===== src/rtl/ay_seq_pkg.sv =====
// Shared types and constants for the AY-3-8913 frame-locked register write sequencer.
package ay_seq_pkg;

    typedef enum logic [1:0] {
        StIdle,
        StIssue,
        StWait
    } seq_state_e;

    localparam int unsigned ENTRY_W  = 13;
    localparam int unsigned WAIT_BIT = 12;
    localparam int unsigned REG_MSB  = 11;
    localparam int unsigned REG_LSB  = 8;

    // 64 MHz / 50 Hz
    localparam int unsigned DEFAULT_FRAME_DIV = 1280000;

    // A zero-frame marker still waits for the next tick.
    function automatic logic [7:0] wait_frames(logic [7:0] count);
        return (count == 8'd0) ? 8'd1 : count;
    endfunction

endpackage


===== src/rtl/ay_seq_fifo.sv =====
// Synchronous FIFO with flush; combinational head read, registered full/empty/level.
module ay_seq_fifo #(
    parameter int unsigned DEPTH = 16,
    parameter int unsigned WIDTH = 13
) (
    input  logic                     clk,
    input  logic                     rst,
    input  logic                     push,
    input  logic [WIDTH-1:0]         wdata,
    input  logic                     pop,
    output logic [WIDTH-1:0]         rdata,
    input  logic                     flush,
    output logic                     full,
    output logic                     empty,
    output logic [$clog2(DEPTH):0]   level
);

    localparam int unsigned AW = $clog2(DEPTH);
    localparam int unsigned LW = AW + 1;

    logic [WIDTH-1:0] mem_q [DEPTH];
    logic [AW-1:0]    wptr_q, rptr_q;
    logic [LW-1:0]    count_q;
    logic             do_push, do_pop;

    assign full    = (count_q == LW'(DEPTH));
    assign empty   = (count_q == '0);
    assign level   = count_q;
    assign rdata   = mem_q[rptr_q];
    assign do_push = push && !full && !flush;
    assign do_pop  = pop && !empty && !flush;

    always_ff @(posedge clk) begin
        if (do_push) begin
            mem_q[wptr_q] <= wdata;
        end
    end

    always_ff @(posedge clk) begin
        if (rst || flush) begin
            wptr_q  <= '0;
            rptr_q  <= '0;
            count_q <= '0;
        end else begin
            if (do_push) begin
                wptr_q <= wptr_q + AW'(1);
            end
            if (do_pop) begin
                rptr_q <= rptr_q + AW'(1);
            end
            case ({do_push, do_pop})
                2'b10:   count_q <= count_q + LW'(1);
                2'b01:   count_q <= count_q - LW'(1);
                default: count_q <= count_q;
            endcase
        end
    end

endmodule


===== src/rtl/ay_frame_sequencer.sv =====
// Frame-locked scheduler that drains queued PSG register writes one per clock and
// stalls on "wait N frames" markers until N frame ticks have elapsed.
module ay_frame_sequencer
    import ay_seq_pkg::*;
#(
    parameter int unsigned DEPTH     = 16,
    parameter int unsigned FRAME_DIV = DEFAULT_FRAME_DIV,
    parameter int unsigned DIV_W     = 21
) (
    input  logic                   clk,
    input  logic                   rst,
    input  logic                   enable,
    input  logic                   flush,
    input  logic                   clr_starve,
    input  logic                   host_valid,
    output logic                   host_ready,
    input  logic                   host_wait,
    input  logic [3:0]             host_reg,
    input  logic [7:0]             host_data,
    output logic                   psg_write,
    output logic [3:0]             psg_reg,
    output logic [7:0]             psg_data,
    output logic                   frame_tick,
    output logic [$clog2(DEPTH):0] level,
    output logic                   busy,
    output logic                   starve
);

    logic               fifo_full, fifo_empty, fifo_pop;
    logic [ENTRY_W-1:0] head;

    ay_seq_fifo #(
        .DEPTH (DEPTH),
        .WIDTH (ENTRY_W)
    ) u_fifo (
        .clk   (clk),
        .rst   (rst),
        .push  (host_valid && host_ready),
        .wdata ({host_wait, host_reg, host_data}),
        .pop   (fifo_pop),
        .rdata (head),
        .flush (flush),
        .full  (fifo_full),
        .empty (fifo_empty),
        .level (level)
    );

    assign host_ready = !fifo_full;

    logic [DIV_W-1:0] div_q;
    logic             tick_q;
    logic             div_wrap;

    assign div_wrap = (div_q == DIV_W'(FRAME_DIV - 1));

    always_ff @(posedge clk) begin
        if (rst) begin
            div_q  <= '0;
            tick_q <= 1'b0;
        end else if (enable) begin
            div_q  <= div_wrap ? '0 : div_q + DIV_W'(1);
            tick_q <= div_wrap;
        end else begin
            tick_q <= 1'b0;
        end
    end

    seq_state_e state_q, state_d;
    logic [7:0] wcnt_q, wcnt_d;
    logic [3:0] reg_q, reg_d;
    logic [7:0] data_q, data_d;
    logic       starve_q, starve_d;

    always_ff @(posedge clk) begin
        if (rst) begin
            state_q  <= StIdle;
            wcnt_q   <= '0;
            reg_q    <= '0;
            data_q   <= '0;
            starve_q <= 1'b0;
        end else begin
            state_q  <= state_d;
            wcnt_q   <= wcnt_d;
            reg_q    <= reg_d;
            data_q   <= data_d;
            starve_q <= starve_d;
        end
    end

    always_comb begin
        state_d  = state_q;
        wcnt_d   = wcnt_q;
        reg_d    = reg_q;
        data_d   = data_q;
        fifo_pop = 1'b0;
        if (flush) begin
            state_d = StIdle;
            wcnt_d  = '0;
        end else begin
            case (state_q)
                StIdle, StIssue: begin
                    // ISSUE can chain straight into the next entry for 1 write per clock.
                    state_d = StIdle;
                    if (enable && !fifo_empty) begin
                        fifo_pop = 1'b1;
                        if (head[WAIT_BIT]) begin
                            state_d = StWait;
                            wcnt_d  = wait_frames(head[REG_LSB-1:0]);
                        end else begin
                            state_d = StIssue;
                            reg_d   = head[REG_MSB:REG_LSB];
                            data_d  = head[REG_LSB-1:0];
                        end
                    end
                end
                StWait: begin
                    if (enable && tick_q) begin
                        if (wcnt_q == 8'd1) begin
                            state_d = StIdle;
                            wcnt_d  = '0;
                        end else begin
                            wcnt_d = wcnt_q - 8'd1;
                        end
                    end
                end
                default: state_d = StIdle;
            endcase
        end
    end

    // Underrun takes precedence over a same-cycle clear.
    always_comb begin
        starve_d = starve_q;
        if (tick_q && (state_q == StIdle) && fifo_empty) begin
            starve_d = 1'b1;
        end else if (clr_starve) begin
            starve_d = 1'b0;
        end
    end

    assign psg_write  = (state_q == StIssue);
    assign psg_reg    = reg_q;
    assign psg_data   = data_q;
    assign frame_tick = tick_q;
    assign busy       = !fifo_empty || (state_q == StWait);
    assign starve     = starve_q;

endmodule

===== config.mk =====
export PLATFORM = sky130hd
export DESIGN_NAME = ay_frame_sequencer
export DESIGN_NICKNAME = d
export VERILOG_FILES = /design/src/rtl/ay_seq_pkg.sv /design/src/rtl/ay_seq_fifo.sv /design/src/rtl/ay_frame_sequencer.sv
export SDC_FILE = /design/constraint.sdc
export NUM_CORES = 1
export LEC_CHECK = 0
export ABC_AREA = 1
export ABC_CLOCK_PERIOD_IN_PS = 3970
export CORE_MARGIN = 5
export CORE_UTILIZATION = 35
export CTS_CLUSTER_DIAMETER = 50
export DETAILED_ROUTE_END_ITERATION = 7
export GPL_TIMING_DRIVEN = 0
export PLACE_DENSITY = 0.52
export SLEW_MARGIN = 5
export SYNTH_ARGS = -nofsm -noshare
export SYNTH_HDL_FRONTEND = slang
export SYNTH_SLANG_ARGS = --single-unit
export TNS_END_PERCENT = 20

===== constraint.sdc =====
create_clock -name clk -period 3.97 [get_ports clk]
set_input_delay 0.5955 -clock clk [delete_from_list [all_inputs] [get_ports clk]]
set_output_delay 0.5955 -clock clk [all_outputs]
set_load 0.005 [all_outputs]

---- Yosys cells after proc, flatten, opt, wreduce, memory -nomap -nowiden ----
Memories as Yosys holds them, arrays and structs flattened. A register that Yosys moved wholly into a read port is not among the register bits.
Index checks and enable logic that the tools add are counted.
W data, S select, Z words.
storage, ports and cells
  output and inout port bits .............. 22
  memories ................................ 1
  flip-flop bits (word level) ............. 58
  input port bits ......................... 19
  bits in writable memories ............... 208
cells by class
  bitwise gates (word level) .............. 3
  add/subtract/negate cells ............... 6
  equal/unequal tests ..................... 11
  reduce and logical (&&, ||, !) cells .... 26
  muxes and demuxes ....................... 22
memory list
  name          depth  bits a word  rd ports  clocked after memory_dff  wr ports  RTL line           source
  u_fifo.mem_q  16     13           1         1                         1         ay_seq_fifo.sv:21  logic [WIDTH-1:0] mem_q [DEPTH];
operators with widths
  operator                 count
  $mux W8                  5
  $add A21 B1 Y21 const B  1
  $eq A21 B21 Y1 const B   1
  $mux W21                 1
  $pmux W8 S2              1
  $pmux W5 S2              1
  $logic_and A1 B1 Y1      9
  $add A4 B1 Y4 const B    2
  $eq A8 B1 Y1 const B     1
  $logic_not A8 Y1         1
  $mux W2                  4
  $mux W4                  2
  $ne A2 B2 Y1 const B     4
  $reduce_and A4 Y1        2
  $sub A8 B1 Y8 const B    1
  $mux W1                  7
  $reduce_bool A2 Y1       3
  $reduce_or A2 Y1         3
  $add A5 B1 Y5 const B    1
  $eq A5 B5 Y1 const B     1
  $logic_not A5 Y1         1
  $sub A5 B1 Y5 const B    1
  $eq A2 B1 Y1 const B     2
  $eq A2 B2 Y1 const B     2
  6 further kinds          11

---- Longest topological paths before layout ----
  word-level depth ........................ 10
  gate-level depth with buffers ........... 17
  depth with buffers taken out ............ 16

---- Modules after synthesis ----
A second synthesis with hierarchy kept.
second synthesis, totals
  cells, all modules ...................... 1039
  area total of the unflattened synthesis .. 11677.4 µm²
by module, submodules not included
  module              instances  area an instance (µm²)  cells each
  ay_seq_fifo         1          9311.4                  691
  ay_frame_sequencer  1          2366.0                  348

---- Worst setup path before layout ----
No wires, ideal clock.
  kind .................................... input-to-reg
  from .................................... in enable
  to ...................................... reg u_fifo.count_q[4], in the netlist u_fifo.level[4]
  required time ........................... 3900 ps
  setup slack ............................. 1750 ps
  setup time .............................. 70 ps
  stages .................................. 15
  path buffers ............................ 2
  arrival ................................. 2150 ps
  cell sequence ........................... buf_4 -> nand3_1 -> nor2_4 -> ha_1 -> clkbuf_1 -> xor2_1 -> ha_1 -> inv_1 -> nand2_1 -> nand2_1 -> nand2_1 -> nand2_1 -> nand2_1 -> nand2_1 -> a21oi_1
between the ends
  cells in the longest elaborated chain, start to end .. 8
  elaborated cells on any way between the ends .. 10
  classes of those cells .................. 2 x eq/ne; 4 x mux; 4 x reduce/logical
ends and longest elaborated chain
  item                                               RTL line                   source
  from (decl)                                        ay_frame_sequencer.sv:12   input logic enable,
  $logic_and A1 B1 Y1 (*)                            ay_frame_sequencer.sv:104  if (enable && !fifo_empty) begin
  $mux W1 (*)                                        ay_frame_sequencer.sv:104
  $mux W1 (*)                                        ay_frame_sequencer.sv:100  case (state_q)
  $mux W1 (*)                                        ay_frame_sequencer.sv:96   if (flush) begin
  $logic_and A1 B1 Y1 (*) (2 in series)              ay_seq_fifo.sv:31          assign do_pop = pop && !empty && !flush;
  via u_fifo.do_pop                                  ay_seq_fifo.sv:24          logic do_push, do_pop;
  $eq A2 B1 Y1 or $eq A2 B2 Y1 (tied branches)       ay_seq_fifo.sv:51          case ({do_push, do_pop})
  $pmux W5 S2 or $reduce_bool A2 Y1 (tied branches)  n/a
  to (signal assigned)                               ay_seq_fifo.sv:52          2'b10: count_q <= count_q + LW'(1);
  to (signal assigned)                               ay_seq_fifo.sv:53          2'b01: count_q <= count_q - LW'(1);
  to (signal assigned)                               ay_seq_fifo.sv:54          default: count_q <= count_q;
  to (decl)                                          ay_seq_fifo.sv:23          logic [LW-1:0] count_q;
The timed path passes the listed nets; every way through them passes the cells marked *.
A chain may end at the register's enable or synchronous reset.

---- Worst setup path in the final report ----
  from .................................... reg u_fifo.count_q[3], in the netlist u_fifo.level[3]
  to ...................................... out busy
between the ends
  cells in the longest elaborated chain, start to end .. 3
ends and longest elaborated chain
  item                RTL line                   source
  $logic_not A5 Y1    ay_seq_fifo.sv:27          assign empty = (count_q == '0);
  $logic_not A1 Y1    ay_frame_sequencer.sv:145  assign busy = !fifo_empty || (state_q == StWait);
  $logic_or A1 B1 Y1  ay_frame_sequencer.sv:145
  to (decl)           ay_frame_sequencer.sv:25   output logic busy,
Every way passes these cells.

==> out/qor.txt <==
Status = complete, no violations
Nets = 1238
Die width = 192 um
CP startpoint kind = flip-flop
# resized after CTS = 0
Post-Synth XOR/XNOR Area = 1.29%
Vias in the first global route = 8006
Unrepaired setup endpoints after global routing = no
Synth Area in Adders = 1.08%
Internal power = 5.13 mW
Top Registers = u_fifo.mem_q x208, div_q x21
Clock skew = 0.0189 ns
Worst EP required = 3.37 ns
Multi-input logic area = 3360 um^2
Yosys warns = 0
DR pass1 iterations = 5
Share of power burned in the clock network = 48.2%
Final period utilization = 65.4%
FMAX = 385 MHz
Drc violations = 0
Post-synthesis async set-or-reset flop share = 0%
Initial core utilization = 35.5%
Largest net degree at the start of global routing = 17
Syn Std Cell Area = 11600 um^2
Final hold viol count = 0
Initial antenna violation count = 0
Gr ovfl total = 0
Post-synth cell types = 43
Register Area = 7490 um^2
Antenna viol nets, final = 0
Mux cell area share after synthesis = 0%
Clock-pin transition on the worst setup and hold timing paths = 0.05 ns
Seq/Total Area, Yosys = 64.7%
Cells after synthesis = 1115
Synth Area in Compound Gates = 8.80%
Cts bufs inserted = 37
Rows = 66
Seq cells post-synth = 270
Max Slew Vio Count = 0
Via count = 8280
Number of flip-flops in the largest register = 208
Simple-gate share of the synthesized area = 17.5%
Crit-path max FO = 5
Core area = 32600 um^2
IO Port Bufs = 39
Post-synth EDFFs = 208
PD cells = 475 nW/um^2
Sw frac = 22.7%
Postcts setup bufs = 0
DIE AREA = 36800 um^2
DR WL/cell = 19.2 um
Clock tree sinks = 270
Io pins = 41
Pwr Total = 6.64 mW
Pleak = 5.17 nW
Final setup TNS = 0 ns
Endpoint type of the worst setup path = output pin
Worst-margin pin slew = 0.907 ns
Sequential power share = 46.4%
Minimum period implied by the final worst setup slack = 2.60 ns
# H-tree levels = 2
Critical path arrival = 2.00 ns
Fill cells = 3117
Max-cap violations = 0
Peak supply drop = 0.384 mV
Final setup viols = 0
GP Congestion = 0.786
Root buffer cell = clkbuf_16
CTS Hold Buffers Added = 0
Ys flop type = edfxtp_1
Chip height = 192 um
GRT Overall Usage = 17.5%
Part of the power in combinational logic = 5.4%
Slew headroom = 39.5%
Synth Area per Inst = 10.4 um^2
TritonCTS clock tree = done
Worst skew pair latency = 0.53 ns
Critical path class = flip-flop to output pin
Syn_nets = 1144
Largest family of logic cells by synthesized area = simple AND/OR/NAND/NOR gates
Sw Pwr = 1.51 mW
Global-route wire length before repair = 48500 um
N_diodes = 0
Layout cells sized above 1 = 11.8%
Largest Register = u_fifo.mem_q
Routed WL = 32200 um
DR vias/cell = 4.94
Clk buf depth = 3
DP HPWL = 21600 um
Initial DRC Count = 604
HP Class = primary input to flip-flop
Area delta synth->final = 20.8%
==> layer usage <==
layer  up-vias  global-route usage, %  routed length, um
met4         0                   4.53                675
met1      4002                   23.6              14300
met3        43                   2.67               1700
li1       3991                      -                  -
met5         -                      0                  0
met2       244                   29.5              15500
==> kinds of logic (layout without fill, tap and decap cells) <==
family                   Yosys count  count (layout)
AO/OA/AOI/OAI                    175             175
flip-flops                       270             270
adder cells (fa/ha/maj)           10              10
XOR/XNOR                          17              17
AND/OR/NAND/NOR                  483             483
buffers and inverters            160             280
==> cell type report <==
class	instances	area share [%]
tap	442	3.96
timing repair buffer	55	4.49
sequential	270	53.6
buffer	48	2.40
clock buffer	47	7.19
clock inverter	18	1.26
multi-input combinational	685	24.0
inverter	112	3.06
==> metrics by stage <==
stage	area (um^2)	utilization (%)	worst slack (ns)	hold slack, ns	cells
floorplan	11600	-	1.75	0.440	1115
global placement	12500	38.4	0.299	0.438	1596
CTS	14000	42.8	1.34	0.412	1677
finish	14000	42.8	1.37	0.432	1677
detailed placement	12800	39.2	1.04	0.445	1612
global route	14000	42.8	1.19	0.443	1677
==> synth_stat cells, drive strengths merged (10+ instances only) <==
| library cell | instances | area share, % |
|---|---|---|
| a21oi | 31 | 1.4 |
| buf | 38 | 2.6 |
| clkbuf | 10 | 0.32 |
| dfxtp | 62 | 11 |
| edfxtp | 208 | 54 |
| ha | 10 | 1.1 |
| inv | 111 | 3.7 |
| nand2 | 212 | 6.9 |
| nand3 | 79 | 3.4 |
| nor2 | 158 | 5.2 |
| nor3 | 12 | 0.69 |
| o211ai | 18 | 1.5 |
| o21ai | 101 | 4.4 |
| o22ai | 16 | 0.87 |
| xor2 | 11 | 0.83 |
==> cell usage in the layout, fill, tap and decap left out, drive strengths merged, types with 12 or more instances in the layout <==
cell / instances
nand2: 212
edfxtp: 208
nor2: 158
inv: 118
o21ai: 101
nand3: 79
dfxtp: 62
clkbuf: 57
buf: 54
clkdlybuf4s50: 39
a21oi: 31
o211ai: 18
o22ai: 16
nor3: 12
==> path summary, 6_finish.rpt <==
check                                     start    endpoint  slack (ns)  cells past startpoint
worst max register to register        flip-flop  psg_reg[2]        1.41                      8
worst max-delay path            u_fifo.level[3]        busy        1.37                      4
worst min-delay path                     enable    div_q[1]        0.43                      3
worst min register to register       psg_reg[2]  psg_reg[2]        0.45                      2
==> worst max-delay path, cell delays in order (launching register included) <==
cell and delay (ns):
dfxtp_1 0.35, nor2_1 0.19, nand4_1 0.18, or2_2 0.32, clkdlybuf4s50_1 0.44
==> power by group through the flow <==
stage               clock [mW]  combinational (mW)  sequential [mW]
CTS                       3.26               0.361             3.08
finish                    3.20               0.358             3.08
global route              3.37               0.398             3.08
global placement             0               0.353             3.14
floorplan                    0               0.204             3.14
detailed placement           0               0.360             3.14
(Power assumes the default switching activity.)
